File: src/rtl/sisc_pkg.sv
// Shared constants, state encoding and instruction layout for the SISC core.
package sisc_pkg;

  localparam int unsigned XLEN   = 32;
  localparam int unsigned ALEN   = 16;
  localparam int unsigned FLAG_W = 4;

  // Opcodes
  localparam logic [3:0] OP_NOP    = 4'h0;
  localparam logic [3:0] OP_ALU_RR = 4'h1;
  localparam logic [3:0] OP_ALU_RI = 4'h2;
  localparam logic [3:0] OP_BRA    = 4'h4;
  localparam logic [3:0] OP_BRR    = 4'h5;
  localparam logic [3:0] OP_BNE    = 4'h6;
  localparam logic [3:0] OP_BNR    = 4'h7;
  localparam logic [3:0] OP_HLT    = 4'hF;

  // ALU modes
  localparam logic [1:0] ALU_IDLE = 2'b00;
  localparam logic [1:0] ALU_RR   = 2'b01;
  localparam logic [1:0] ALU_RI   = 2'b10;

  // Reg-reg funct codes
  localparam logic [3:0] FN_ADD = 4'h0;
  localparam logic [3:0] FN_SUB = 4'h1;
  localparam logic [3:0] FN_AND = 4'h2;
  localparam logic [3:0] FN_OR  = 4'h3;
  localparam logic [3:0] FN_XOR = 4'h4;
  localparam logic [3:0] FN_NOT = 4'h5;
  localparam logic [3:0] FN_SHL = 4'h6;
  localparam logic [3:0] FN_SHR = 4'h7;

  // Flag bit positions within {C, V, N, Z}
  localparam int unsigned FLAG_C = 3;
  localparam int unsigned FLAG_V = 2;
  localparam int unsigned FLAG_N = 1;
  localparam int unsigned FLAG_Z = 0;

  typedef enum logic [2:0] {
    ST_START0    = 3'd0,
    ST_START1    = 3'd1,
    ST_FETCH     = 3'd2,
    ST_DECODE    = 3'd3,
    ST_EXECUTE   = 3'd4,
    ST_MEM       = 3'd5,
    ST_WRITEBACK = 3'd6,
    ST_HALT      = 3'd7
  } state_e;

  // Instruction word; funct is imm[3:0], rt is imm[15:12]
  typedef struct packed {
    logic [3:0]  opcode;
    logic [3:0]  mm;
    logic [3:0]  rd;
    logic [3:0]  rs;
    logic [15:0] imm;
  } instr_t;

endpackage

File: src/rtl/exec_alu.sv
// Combinational 32-bit ALU with {C, V, N, Z} flag generation.
module exec_alu
  import sisc_pkg::*;
(
  input  logic [1:0]        alu_op,
  input  logic [3:0]        funct,
  input  logic [XLEN-1:0]   rsa,
  input  logic [XLEN-1:0]   rsb,
  input  logic [ALEN-1:0]   imm,
  output logic [XLEN-1:0]   result,
  output logic [FLAG_W-1:0] stat
);

  logic [XLEN-1:0] b_eff;
  logic            cin;
  logic            arith;
  logic [XLEN:0]   sum;

  // Shared adder: add, sub (rsa + ~rsb + 1) and reg-imm add
  assign sum = (XLEN+1)'(rsa) + (XLEN+1)'(b_eff) + (XLEN+1)'(cin);

  // Operation select
  always_comb begin
    b_eff  = rsb;
    cin    = 1'b0;
    arith  = 1'b0;
    result = '0;
    unique case (alu_op)
      ALU_RR: begin
        unique case (funct)
          FN_ADD: begin arith = 1'b1; result = sum[XLEN-1:0]; end
          FN_SUB: begin arith = 1'b1; b_eff = ~rsb; cin = 1'b1; result = sum[XLEN-1:0]; end
          FN_AND: result = rsa & rsb;
          FN_OR:  result = rsa | rsb;
          FN_XOR: result = rsa ^ rsb;
          FN_NOT: result = ~rsa;
          FN_SHL: result = rsa << rsb[4:0];
          FN_SHR: result = rsa >> rsb[4:0];
          default: result = rsa;
        endcase
      end
      ALU_RI: begin
        arith  = 1'b1;
        b_eff  = {{(XLEN-ALEN){imm[ALEN-1]}}, imm};
        result = sum[XLEN-1:0];
      end
      default: result = '0;
    endcase
  end

  // Flags; carry/overflow only meaningful for adder operations
  always_comb begin
    stat         = '0;
    stat[FLAG_Z] = (result == '0);
    stat[FLAG_N] = result[XLEN-1];
    stat[FLAG_C] = arith & sum[XLEN];
    stat[FLAG_V] = arith & (rsa[XLEN-1] == b_eff[XLEN-1]) & (sum[XLEN-1] != rsa[XLEN-1]);
  end

endmodule

File: src/rtl/sisc_exec_ctrl.sv
// SISC execution/control core: sequencing FSM, ALU and branch-target calculator.
module sisc_exec_ctrl
  import sisc_pkg::*;
(
  input  logic              clk,
  input  logic              rst_f,
  input  logic [31:0]       instr,
  input  logic [3:0]        stat_out,
  input  logic [31:0]       rsa,
  input  logic [31:0]       rsb,
  input  logic [15:0]       pc_out,
  output logic              rf_we,
  output logic [1:0]        alu_op,
  output logic              wb_sel,
  output logic              br_sel,
  output logic              pc_sel,
  output logic              ir_load,
  output logic              pc_write,
  output logic              pc_rst,
  output logic              rb_sel,
  output logic [31:0]       alu_result,
  output logic [3:0]        stat,
  output logic              stat_en,
  output logic [15:0]       br_addr
);

  state_e state_q, state_d;
  instr_t ir;
  logic [7:0] unused_regs;

  logic       is_alu, is_branch, is_abs, is_neg, is_hlt;
  logic [1:0] alu_mode;
  logic       flag_hit, br_taken;

  assign ir          = instr_t'(instr);
  assign unused_regs = {ir.rd, ir.rs};

  // Opcode decode
  always_comb begin
    is_alu    = 1'b0;
    is_branch = 1'b0;
    is_abs    = 1'b0;
    is_neg    = 1'b0;
    is_hlt    = 1'b0;
    alu_mode  = ALU_IDLE;
    case (ir.opcode)
      OP_ALU_RR: begin is_alu = 1'b1; alu_mode = ALU_RR; end
      OP_ALU_RI: begin is_alu = 1'b1; alu_mode = ALU_RI; end
      OP_BRA:    begin is_branch = 1'b1; is_abs = 1'b1; end
      OP_BRR:    is_branch = 1'b1;
      OP_BNE:    begin is_branch = 1'b1; is_abs = 1'b1; is_neg = 1'b1; end
      OP_BNR:    begin is_branch = 1'b1; is_neg = 1'b1; end
      OP_HLT:    is_hlt = 1'b1;
      OP_NOP:    ;
      default:   ;
    endcase
  end

  // Branch condition from mask and current flags
  assign flag_hit = |(ir.mm & stat_out);
  assign br_taken = is_neg ? ~flag_hit : ((ir.mm == 4'h0) | flag_hit);

  // Branch target: absolute imm or pc_out + imm with 16-bit wrap
  assign br_addr = br_sel ? ir.imm : ALEN'(pc_out + ir.imm);

  // State register
  always_ff @(posedge clk or negedge rst_f) begin
    if (!rst_f) state_q <= ST_START0;
    else        state_q <= state_d;
  end

  // Next-state and control outputs
  always_comb begin
    state_d  = state_q;
    rf_we    = 1'b0;
    alu_op   = ALU_IDLE;
    wb_sel   = 1'b0;
    br_sel   = 1'b0;
    pc_sel   = 1'b0;
    ir_load  = 1'b0;
    pc_write = 1'b0;
    pc_rst   = 1'b0;
    rb_sel   = 1'b0;
    stat_en  = 1'b0;
    case (state_q)
      ST_START0: begin
        pc_rst  = 1'b1;
        state_d = ST_START1;
      end
      ST_START1: state_d = ST_FETCH;
      ST_FETCH: begin
        ir_load  = 1'b1;
        pc_write = 1'b1;
        state_d  = ST_DECODE;
      end
      ST_DECODE: begin
        if (is_branch) begin
          br_sel = is_abs;
          if (br_taken) begin
            pc_sel   = 1'b1;
            pc_write = 1'b1;
          end
        end
        state_d = is_hlt ? ST_HALT : ST_EXECUTE;
      end
      ST_EXECUTE: begin
        if (is_alu) begin
          alu_op  = alu_mode;
          stat_en = 1'b1;
        end
        state_d = ST_MEM;
      end
      ST_MEM: state_d = ST_WRITEBACK;
      ST_WRITEBACK: begin
        if (is_alu) begin
          alu_op = alu_mode;
          rf_we  = 1'b1;
        end
        state_d = ST_FETCH;
      end
      ST_HALT: state_d = ST_HALT;
      default: state_d = ST_START0;
    endcase
  end

  exec_alu u_alu (
    .alu_op (alu_op),
    .funct  (ir.imm[3:0]),
    .rsa    (rsa),
    .rsb    (rsb),
    .imm    (ir.imm),
    .result (alu_result),
    .stat   (stat)
  );

endmodule

File: config.mk
export PLATFORM = sky130hd
export DESIGN_NAME = sisc_exec_ctrl
export DESIGN_NICKNAME = d
export VERILOG_FILES = /design/src/rtl/sisc_pkg.sv /design/src/rtl/exec_alu.sv /design/src/rtl/sisc_exec_ctrl.sv
export SDC_FILE = /design/constraint.sdc
export NUM_CORES = 1
export LEC_CHECK = 0
export BUFFER_PORTS_ARGS = -buffer_cell sky130_fd_sc_hd__buf_2
export CELL_PAD_IN_SITES_DETAIL_PLACEMENT = 2
export CELL_PAD_IN_SITES_GLOBAL_PLACEMENT = 2
export CORE_MARGIN = 4
export CORE_UTILIZATION = 35
export CTS_BUF_LIST = sky130_fd_sc_hd__clkbuf_8 sky130_fd_sc_hd__clkbuf_16
export DETAILED_ROUTE_END_ITERATION = 10
export GPL_ROUTABILITY_DRIVEN = 0
export PLACE_DENSITY = 0.89
export SYNTH_ARGS = -nofsm -noshare
export SYNTH_HDL_FRONTEND = slang
export SYNTH_SLANG_ARGS = --single-unit
File: constraint.sdc
create_clock -name clk -period 10.55 [get_ports clk]
set_clock_uncertainty 0.1 [all_clocks]
set_input_delay 0 -clock clk [delete_from_list [all_inputs] [get_ports clk]]
set_output_delay 0 -clock clk [all_outputs]
set_load 0.02 [all_outputs]
==> results.md <==
* Antenna violations before repair at 4
* Placed Cells at 1857
* Post-Syn Area at 0.00990 mm²
* I/O pins at 181
* Top routing layer in use: met5
* RSZ-0062 raised after global routing: false
* CP startpoint kind: flip-flop
* Residual DRC at 0
* Flop-to-flop setup slack at 9430 ps
* Overflow after GRT at 0
* Max Fanout on Critical Path at 22
* XOR/XNOR Fraction of Synth Area at 0.0327
* Top cells by area, synth: ha_1 (14%), mux4_2 (8.9%), mux2i_1 (7.7%), nand2_1 (5.8%), a21oi_1 (5.3%)
* Starting utilization of the core area at 0.355
* Post-route cell area at 0.0110 mm²
* Multiplexer share of the synthesized area at 0.201
* Vias in the first global route at 14.0k
* Syn Inst Count at 1409
* PD cells at 68.3 mW/mm²
* CP Capture Point: stat[0]
* Synth-to-Final Area Change at 10.7%
* Clock sinks at 3
* DRT Pass-1 Iters at 5
* Adder-Cell Fraction of Synth Area at 0.149
* Root buffer cell: clkbuf_16
* WL met1 at 21.7 mm
* CTS tree: built
* CTS clk-pin slew, worst paths at 30 ps
* Async SR Flop Fraction at 1.00
* Fin. Hold Viols at 0
* Hold crit path type: in2reg
* Static leakage at 4.87 nW
* Setup TNS at 0 ps
* Die ar. at 0.0310 mm²
* Die Span Y at 176 µm
* H-tree Lvls at 1
* Post-Layout Cell Count at 1865
* Final #Nets at 1720
* Port Buffer Count at 170
* Largest family of logic cells by synthesized area: compound AO/OA/AOI/OAI gates
* Final setup violation count at 0
* CTS Buffer Depth at 2
* Max Freq at 0.129 GHz
* Largest net degree at the start of global routing at 69
* Global-route wire length before repair at 86.0 mm
* WP data required at 10450 ps
* WS Path Type: reg2out
* CP Data Arrival Time at 7680 ps
* Outcome: completed
* Die W at 176 µm
* DR WL met3 at 5.82 mm
* Syn_area_per_cell at 7.03 µm²
* Total GRT Usage at 0.351
* EDFF count, synth at 0
* CP Capture Type: output pin
* Worst Reg-to-Reg Cells at 3
* Final critical-path required period at 7780 ps
* Worst skew pair latency at 230 ps
* Period Utilization, post-route at 0.737
* Simple-gate share of the synthesized area at 0.205
* Hold path startpoint: instr[31]
* Fin util at 0.393
* Synth cell types at 85
* WL met2 at 25.8 mm
* Slew Viols, Final at 0
* Routed length per instance at 30.8 µm
* Post-DP HPWL at 43.8 mm
* Warnings from Yosys at 0
* Drt total wl at 57.4 mm
* Dominant cell type by area after synthesis: ha_1
* Cell Area, Placed at 0.0109 mm²
* Via count at 13.2k
* Max IR drop VDD at 0.0000463 V
* R2r endpoint: state_q[1]
* Sequential share of the synthesized area at 0.00758
* Most common cell in the netlist: nand2_1
* Most frequent cells after synthesis: nand2_1 (154), ha_1 (113), nor2_1 (106)
* Synth Register Bits at 3
* # rows at 61
* Slew headroom at 0.268
* Ys flop type: dfrtp_1
* Worst slew pin tran at 1100 ps
* Core Box Area at 0.0279 mm²
* Max-Cap Viols at 0
* Drt via density at 7.07
* Post-synthesis compound-gate area fraction at 0.312
* Top cell type's share of synthesized area at 0.143
* CTS Buf Count at 3
* First DRT Iteration DRCs at 1687
* Share of layout cells above drive strength 1 at 0.188
* Detail Route Antenna Nets at 0
[worst min path at each step]
stage	slack [ps]	end	cells after the start
2_1_floorplan	-400	async pin	0
3_3_place_gp	-310	state_q[1]	1
3_5_place_dp	-300	state_q[1]	1
4_1_cts	120	state_q[0]	3
5_1_grt	200	state_q[1]	4
6_report	120	state_q[0]	3
[worst max-delay path, stage by stage, from the launching register on]
cell	delay, ps
dfrtp_1	460
inv_1	100
nor4_1	380
nand3b_1	180
ha_1	870
inv_1	350
nand2_1	630
a32o_1	250
fa_1	230
inv_1	80
fa_1	560
o22ai_1	100
a2111oi_0	660
o2111ai_1	210
o311a_1	410
or4_1	500
or4_1	520
nor4_2	230
nand4b_1	200
nor4_2	170
and3_1	180
buf_2	160
[where the power goes]
part / internal (mW) / switching, mW / total, mW / leakage [nW]
clock: 0.0491 / 0.0132 / 0.0623 / 0.0423
combinational: 0.228 / 0.428 / 0.656 / 4.80
sequential: 0.0174 / 0.0126 / 0.0301 / 0.0346
total: 0.294 / 0.454 / 0.748 / 4.87
[per-stage QoR]
stage	hold WS [ps]	total power, mW	setup WS, ps
6_report	120	0.748	2770
5_1_grt	201	0.787	2500
4_1_cts	117	0.727	2970
3_5_place_dp	-303	0.659	3260
3_3_place_gp	-306	0.608	3670
2_1_floorplan	-396	0.436	4760
[logic make-up (layout without fill, tap and decap cells)]
family | count (synthesis) | in the layout
fa+ha+maj | 116 | 116
xor+xnor | 37 | 37
other cells | 1 | 4
mux | 140 | 140
buf+inv | 223 | 298
simple gates | 429 | 429
flops | 3 | 3
compound gates | 460 | 460
[cell type report]
class                   count  area [µm²]
well taps                 378         473
clock inverters             1        3.75
multi-input cells        1184        8920
fillers                  3379       16900
flip-flops and latches      3        75.1
inverters                 102         383
repair buffers            192        1030
clock buffers               3        75.1
diodes                      2        5.00
[timing repair]
| action | 4_1_cts | 5_1_grt |
|---|---|---|
| setup buffers | 0 | 0 |
| endpoints found under the hold margin | 3 | 0 |
| resized for setup | 0 | 0 |
| hold buffers | 2 | 0 |
[routing by layer]
layer | vias to the layer above | track usage
met5 | - | 0
met4 | 4 | 0.199
met3 | 332 | 0.0816
met2 | 973 | 0.567
met1 | 6438 | 0.429
li1 | 5436 | -
[cells in the final DEF (no fill, tap or decap), drive strengths merged, types with 21 or more instances in the layout]
| master | instances |
|---|---|
| nand2 | 154 |
| nor2 | 106 |
| mux2i | 77 |
| a21oi | 105 |
| buf | 190 |
| inv | 102 |
| nor3 | 21 |
| a211oi | 25 |
| xnor2 | 21 |
| mux4 | 43 |
| o22ai | 23 |
| nand3 | 36 |
| ha | 113 |
| o21ai | 94 |
| o211ai | 33 |
No activity file was read; power rests on OpenSTA's default activity.
